### config.mk
export PLATFORM = sky130hd
export DESIGN_NAME = mem_stage_vlsu_flat
export DESIGN_NICKNAME = d
export VERILOG_FILES = /design/src/rtl/mem_stage_vlsu_if.sv /design/src/rtl/mem_stage_vlsu.sv /design/src/flat_wrapper.sv
export SDC_FILE = /design/constraint.sdc
export NUM_CORES = 1
export LEC_CHECK = 0
export BUFFER_PORTS_ARGS = -buffer_cell sky130_fd_sc_hd__clkbuf_2
export CAP_MARGIN = 25
export CORE_MARGIN = 10
export CORE_UTILIZATION = 60
export DETAILED_ROUTE_END_ITERATION = 12
export GPL_TIMING_DRIVEN = 0
export PLACE_DENSITY = 0.85
export SLEW_MARGIN = 5
export SYNTH_ARGS = -nofsm -noshare
export SYNTH_HDL_FRONTEND = slang
export SYNTH_SLANG_ARGS = --single-unit
### constraint.sdc
create_clock -name clk -period 48.5 [get_ports clk]
set_input_delay 2.425 -clock clk [delete_from_list [all_inputs] [get_ports clk]]
set_output_delay 2.425 -clock clk [all_outputs]
set_load 0.02 [all_outputs]
### src/rtl/mem_stage_vlsu_if.sv
// Pipeline command/response and RAM beat signals of the vector load/store unit.
// The slave modport is the unit itself; the master modport is the pipeline plus the RAM.
interface mem_stage_vlsu_if #(
  parameter int VEC_W  = 192,
  parameter int WORD_W = 32,
  parameter int ADDR_W = 16
);
  logic              mem_read_in;
  logic              mem_write_in;
  logic [ADDR_W-1:0] addr_in;
  logic [VEC_W-1:0]  wdata_in;
  logic              stall_out;
  logic              done_out;
  logic [VEC_W-1:0]  ld_data_out;
  logic [ADDR_W-1:0] ram_addr;
  logic              ram_we;
  logic [WORD_W-1:0] ram_wdata;
  logic [WORD_W-1:0] ram_rdata;

  modport slave (
    input  mem_read_in, mem_write_in, addr_in, wdata_in, ram_rdata,
    output stall_out, done_out, ld_data_out, ram_addr, ram_we, ram_wdata
  );

  modport master (
    output mem_read_in, mem_write_in, addr_in, wdata_in, ram_rdata,
    input  stall_out, done_out, ld_data_out, ram_addr, ram_we, ram_wdata
  );
endinterface

### src/rtl/mem_stage_vlsu.sv
// Moves one VEC_W vector to/from a WORD_W synchronous RAM, one word per cycle; stores take
// BEATS+1 cycles to done, loads BEATS+1+RD_LAT. stall_out holds the pipeline until the done cycle.
module mem_stage_vlsu #(
  parameter int VEC_W  = 192,
  parameter int WORD_W = 32,
  parameter int ADDR_W = 16,
  parameter int RD_LAT = 1
) (
  input  logic clk,
  input  logic rst,
  mem_stage_vlsu_if.slave bus
);
  localparam int BEATS = VEC_W / WORD_W;
  localparam int CNT_W = $clog2(BEATS + 1);

  localparam logic [2:0] IDLE     = 3'd0;
  localparam logic [2:0] RD_ISSUE = 3'd1;
  localparam logic [2:0] RD_DRAIN = 3'd2;
  localparam logic [2:0] WR_ISSUE = 3'd3;
  localparam logic [2:0] DONE     = 3'd4;

  logic [2:0]        state;
  logic [ADDR_W-1:0] base_q;
  logic [VEC_W-1:0]  wdata_q;
  logic [VEC_W-1:0]  asm_q;
  logic [VEC_W-1:0]  asm_next;
  logic [VEC_W-1:0]  ld_q;
  logic [CNT_W-1:0]  issue_cnt;
  logic [CNT_W-1:0]  cap_cnt;
  logic [RD_LAT-1:0] rd_pipe;
  logic [ADDR_W-1:0] ram_addr_q;
  logic              ram_we_q;
  logic [WORD_W-1:0] ram_wdata_q;
  logic [ADDR_W-1:0] issue_addr;
  logic              issuing;
  logic              cap;

  assign issuing    = (state == RD_ISSUE);
  assign cap        = rd_pipe[RD_LAT-1];
  assign issue_addr = base_q + ADDR_W'(issue_cnt);

  // The final lane lands on the same edge that publishes the vector, so publish the merged value.
  always_comb begin
    asm_next = asm_q;
    if (cap) asm_next[int'(cap_cnt)*WORD_W +: WORD_W] = bus.ram_rdata;
  end

  always_ff @(posedge clk or posedge rst) begin
    if (rst) begin
      state       <= IDLE;
      base_q      <= '0;
      wdata_q     <= '0;
      asm_q       <= '0;
      ld_q        <= '0;
      issue_cnt   <= '0;
      cap_cnt     <= '0;
      rd_pipe     <= '0;
      ram_addr_q  <= '0;
      ram_we_q    <= 1'b0;
      ram_wdata_q <= '0;
    end else begin
      rd_pipe[0] <= issuing;
      for (int i = 1; i < RD_LAT; i++) rd_pipe[i] <= rd_pipe[i-1];
      if (cap) begin
        asm_q   <= asm_next;
        cap_cnt <= cap_cnt + 1'b1;
      end

      case (state)
        IDLE: begin
          if (bus.mem_write_in || bus.mem_read_in) begin
            base_q     <= bus.addr_in;
            wdata_q    <= bus.wdata_in;
            ram_addr_q <= bus.addr_in;
            issue_cnt  <= CNT_W'(1);
            cap_cnt    <= '0;
          end
          // Store wins when both commands are presented together.
          if (bus.mem_write_in) begin
            state       <= WR_ISSUE;
            ram_we_q    <= 1'b1;
            ram_wdata_q <= bus.wdata_in[WORD_W-1:0];
          end else if (bus.mem_read_in) begin
            state <= RD_ISSUE;
          end
        end

        WR_ISSUE: begin
          if (issue_cnt == CNT_W'(BEATS)) begin
            ram_we_q <= 1'b0;
            state    <= DONE;
          end else begin
            ram_addr_q  <= issue_addr;
            ram_wdata_q <= wdata_q[int'(issue_cnt)*WORD_W +: WORD_W];
            issue_cnt   <= issue_cnt + 1'b1;
          end
        end

        RD_ISSUE: begin
          if (issue_cnt == CNT_W'(BEATS)) begin
            state <= RD_DRAIN;
          end else begin
            ram_addr_q <= issue_addr;
            issue_cnt  <= issue_cnt + 1'b1;
          end
        end

        RD_DRAIN: begin
          if (cap && (cap_cnt == CNT_W'(BEATS - 1))) begin
            ld_q  <= asm_next;
            state <= DONE;
          end
        end

        DONE:    state <= IDLE;
        default: state <= IDLE;
      endcase
    end
  end

  assign bus.stall_out   = ~rst & ((state == IDLE) ? (bus.mem_read_in | bus.mem_write_in)
                                                   : (state != DONE));
  assign bus.done_out    = (state == DONE);
  assign bus.ld_data_out = ld_q;
  assign bus.ram_addr    = ram_addr_q;
  assign bus.ram_we      = ram_we_q;
  assign bus.ram_wdata   = ram_wdata_q;
endmodule

### src/flat_wrapper.sv
// flat-port wrapper written by rule: the top's interface ports become plain ports
module mem_stage_vlsu_flat 
#(
  parameter int VEC_W  = 192,
  parameter int WORD_W = 32,
  parameter int ADDR_W = 16,
  parameter int RD_LAT = 1
)
  (clk, rst, bus_mem_read_in, bus_mem_write_in, bus_addr_in, bus_wdata_in, bus_ram_rdata, bus_stall_out, bus_done_out, bus_ld_data_out, bus_ram_addr, bus_ram_we, bus_ram_wdata);
  mem_stage_vlsu_if #(.VEC_W(VEC_W), .WORD_W(WORD_W), .ADDR_W(ADDR_W)) bus_i ();
  input  logic clk;
  input  logic rst;
  input wire logic [$bits(bus_i.mem_read_in)-1:0] bus_mem_read_in;
  input wire logic [$bits(bus_i.mem_write_in)-1:0] bus_mem_write_in;
  input wire logic [$bits(bus_i.addr_in)-1:0] bus_addr_in;
  input wire logic [$bits(bus_i.wdata_in)-1:0] bus_wdata_in;
  input wire logic [$bits(bus_i.ram_rdata)-1:0] bus_ram_rdata;
  output wire logic [$bits(bus_i.stall_out)-1:0] bus_stall_out;
  output wire logic [$bits(bus_i.done_out)-1:0] bus_done_out;
  output wire logic [$bits(bus_i.ld_data_out)-1:0] bus_ld_data_out;
  output wire logic [$bits(bus_i.ram_addr)-1:0] bus_ram_addr;
  output wire logic [$bits(bus_i.ram_we)-1:0] bus_ram_we;
  output wire logic [$bits(bus_i.ram_wdata)-1:0] bus_ram_wdata;
  assign bus_i.mem_read_in = bus_mem_read_in;
  assign bus_i.mem_write_in = bus_mem_write_in;
  assign bus_i.addr_in = bus_addr_in;
  assign bus_i.wdata_in = bus_wdata_in;
  assign bus_i.ram_rdata = bus_ram_rdata;
  assign bus_stall_out = bus_i.stall_out;
  assign bus_done_out = bus_i.done_out;
  assign bus_ld_data_out = bus_i.ld_data_out;
  assign bus_ram_addr = bus_i.ram_addr;
  assign bus_ram_we = bus_i.ram_we;
  assign bus_ram_wdata = bus_i.ram_wdata;
  mem_stage_vlsu #(.VEC_W(VEC_W), .WORD_W(WORD_W), .ADDR_W(ADDR_W), .RD_LAT(RD_LAT)) u_core (.clk(clk), .rst(rst), .bus(bus_i));
endmodule
==> results.cfg <==
[floorplan]
core_um2 = 44100
rows = 77
die_y_um = 231
start_util = 0.606
die_w_um = 231
dieArea_um2 = 53400
ios = 487

[route]
detail_route.iter0.violations = 1937
met1_length_um = 32500
wire_per_inst_um = 23.3
topRoutingLayerUsed = met5
route.detailed.drc = 0
wl_met3_um = 7320
wl_met2_um = 39900
wl_um = 84400
vias_per_cell = 5.78
vias = 20900
drt_pass1_iterations = 7
ant_nets = 0

[critical_path]
critPathMostFrequentCell = clkbuf_2
path_cells = clkbuf_2, o21bai_1, a21oi_1, clkbuf_2
cp_top_family = compound AO/OA/AOI/OAI gates
critPathArrivalTime_ns = 3.16
required_ns = 46.08
critPathKind = in2out
crit_path_top_delay_cell = o21bai_1
cp_max_fo = 4
critPathBufInv = 2
endpoint_kind = primary output
cp_num_cells = 4
reg2reg_depth = 12
cpPeakStageDelay_ns = 0.29
critPathLaunchType = input port

[timing]
hold_viol_final = 0
whs_ns = 0.466
setup-tns-final_ns = 0
relSlewSlack = 0.353
fin_worst_skew_ns = 0.0211
rsz0062_at_grt = false
fin_crit_ns = 5.58
setup_slack_ns = 42.92
layout_worst_path_cycle_share = 0.115
drv_slew = 0
worstMarginPinSlew_ns = 0.967
fmax_mhz = 179
setup_violations = 0

[power_and_ir_drop]
p_total_uw = 2120
ir_drop_mv = 0.0409
p_leak_uw = 0.0165
power.density_nw_per_um2 = 65.7

[global_route]
grt_pass1_vias = 22000
grt_use_total = 0.311
grt_max_degree = 109
grt.overflow.total = 0
grt_pass1_wl_um = 128000
antenna_found_initial = 5

[final_layout]
layout-drive-gt1-share = 0.320
nets = 3229
area_growth_pct = 20.9

[yosys]
synth_top_cell_by_area = dfrtp_1
synth_most_common_cell = nand2_1
synth_edf_count = 0
synth-seq-area-share = 0.609
synth_cell_types = 47
syn_area_per_cell_um2 = 11.1
synth_commonest_cells = nand2_1, dfrtp_1, mux2_2
async_reset_ff_frac = 1.00
syn_nets = 2668
ys_ff_latch = 651
netlist_top_cells_area = dfrtp_1, nand2_1, mux2_2, mux4_2, mux2i_1
yosysWarnings = 0
syn-instance-count = 2413
netlist_area_um2 = 26700
synth_top_flop_cell = dfrtp_1
netlist.area_leader.share = 0.609

[place]
finalWeightedCongestion = 0.952
port_buffers = 486
place_ws_ns = 42.89
place_hpwl_um = 63000

[clock_network]
clock_path_buffers = 3
cts_setup_buffers = 0
clock_latency_ns = 0.60
cts_sinks = 651
clk_pin_slew_worst_paths_ns = 0.06
htree_num_levels = 3
cts_made_buffers = 67
holdBufCountCts = 0
root_buffer = clkbuf_16
cts_resized = 0
cts_tree = done

[min_path]
hold_class = reg2reg
min_path_cells = 2

[flow_run]
cap_violations = 0

[outcome]
status = complete, no violations
-- worst min-delay path, delay by kind of cell, from the launching register on --
kind / cells / cell delay [ns]
DFF: 1 / 0.32
and+or+nand+nor: 1 / 0.05
AOI/OAI and AO/OA: 1 / 0.06
-- placed cells by master, fill, tap and decap left out, types with 3 or more instances in the layout --
master / instances
nand2_1: 837
dfrtp_1: 651
clkbuf_2: 486
mux2_2: 239
o21ai_0: 123
inv_1: 103
clkbuf_1: 85
clkbuf_16: 71
mux2i_1: 68
buf_2: 67
o21ai_1: 32
mux4_2: 32
o221ai_1: 32
o21ai_2: 28
nor2_1: 25
clkbuf_8: 15
ha_1: 10
clkinv_2: 8
nand3_1: 7
buf_1: 7
xnor2_1: 7
buf_6: 6
and3_1: 6
nand4_1: 6
a31oi_1: 6
xor2_1: 6
buf_16: 6
a21oi_1: 5
o31ai_1: 5
nor3b_1: 4
a21o_1: 4
nor2b_1: 4
o211ai_1: 4
diode_2: 3
nand2b_1: 3
or3_1: 3
-- worst paths after layout --
path / start / to / slack [ns]
max: bus_mem_write_in / bus_stall_out / 42.92
min: u_core.asm_q[148] / u_core.asm_q[148] / 0.47
max reg2reg: u_core.issue_cnt[0] / u_core.bus.ram_wdata[5] / 45.11
min reg2reg: u_core.asm_q[148] / u_core.asm_q[148] / 0.47
max in group asynchronous: rst / u_core.bus.ld_data_out[56] / 45.15
min in group asynchronous: rst / u_core.bus.ld_data_out[76] / 1.97
-- final cells by class --
cell class              count  area (µm²)
flip-flops and latches    651       16300
repair buffers            492        2600
multi-input cells        1514        9390
plain buffers             143         669
diodes                      3        7.51
inverters                 105         402
fillers                  3006       11800
clock buffers             109        2070
clock inverters            14         160
well taps                 592         741
-- where the power goes --
group / switching, µW / internal, µW / total, µW
registers: 118 / 764 / 882
logic: 451 / 269 / 720
clock network: 217 / 304 / 522
total: 787 / 1340 / 2120
-- layer usage --
layer | global-route usage | vias to the layer above
met2 | 0.492 | 1122
met1 | 0.391 | 10500
met4 | 0.164 | 2
met5 | 0 | -
li1 | - | 9090
met3 | 0.0776 | 265
-- per-stage QoR --
| stage | cells | area [µm²] | utilization |
|---|---|---|---|
| after floorplan | 2413 | 26700 | - |
| after global placement | 3491 | 29900 | 0.678 |
| after detailed placement | 3497 | 30100 | 0.682 |
| after CTS | 3620 | 32300 | 0.732 |
| after global routing | 3621 | 32300 | 0.732 |
| final | 3623 | 32300 | 0.733 |
-- state kept, by name (all words and copies together) (netlist names), 3 cells and up --
register / flops
u_core.issue_cnt: 3
u_core.bus.ram_addr: 16
u_core.bus.ram_wdata: 32
u_core.base_q: 16
u_core.state: 3
u_core.wdata_q: 192
u_core.cap_cnt: 3
u_core.asm_q: 192
u_core.bus.ld_data_out: 192
-- kinds of logic after synthesis --
group	Yosys count	share of synthesized area
mux	340	0.153
flops	651	0.609
compound gates	247	0.0571
xor+xnor	13	0.00426
fa+ha+maj	11	0.00543
simple gates	903	0.131
buf+inv	248	0.0398
(Power assumes the default switching activity.)
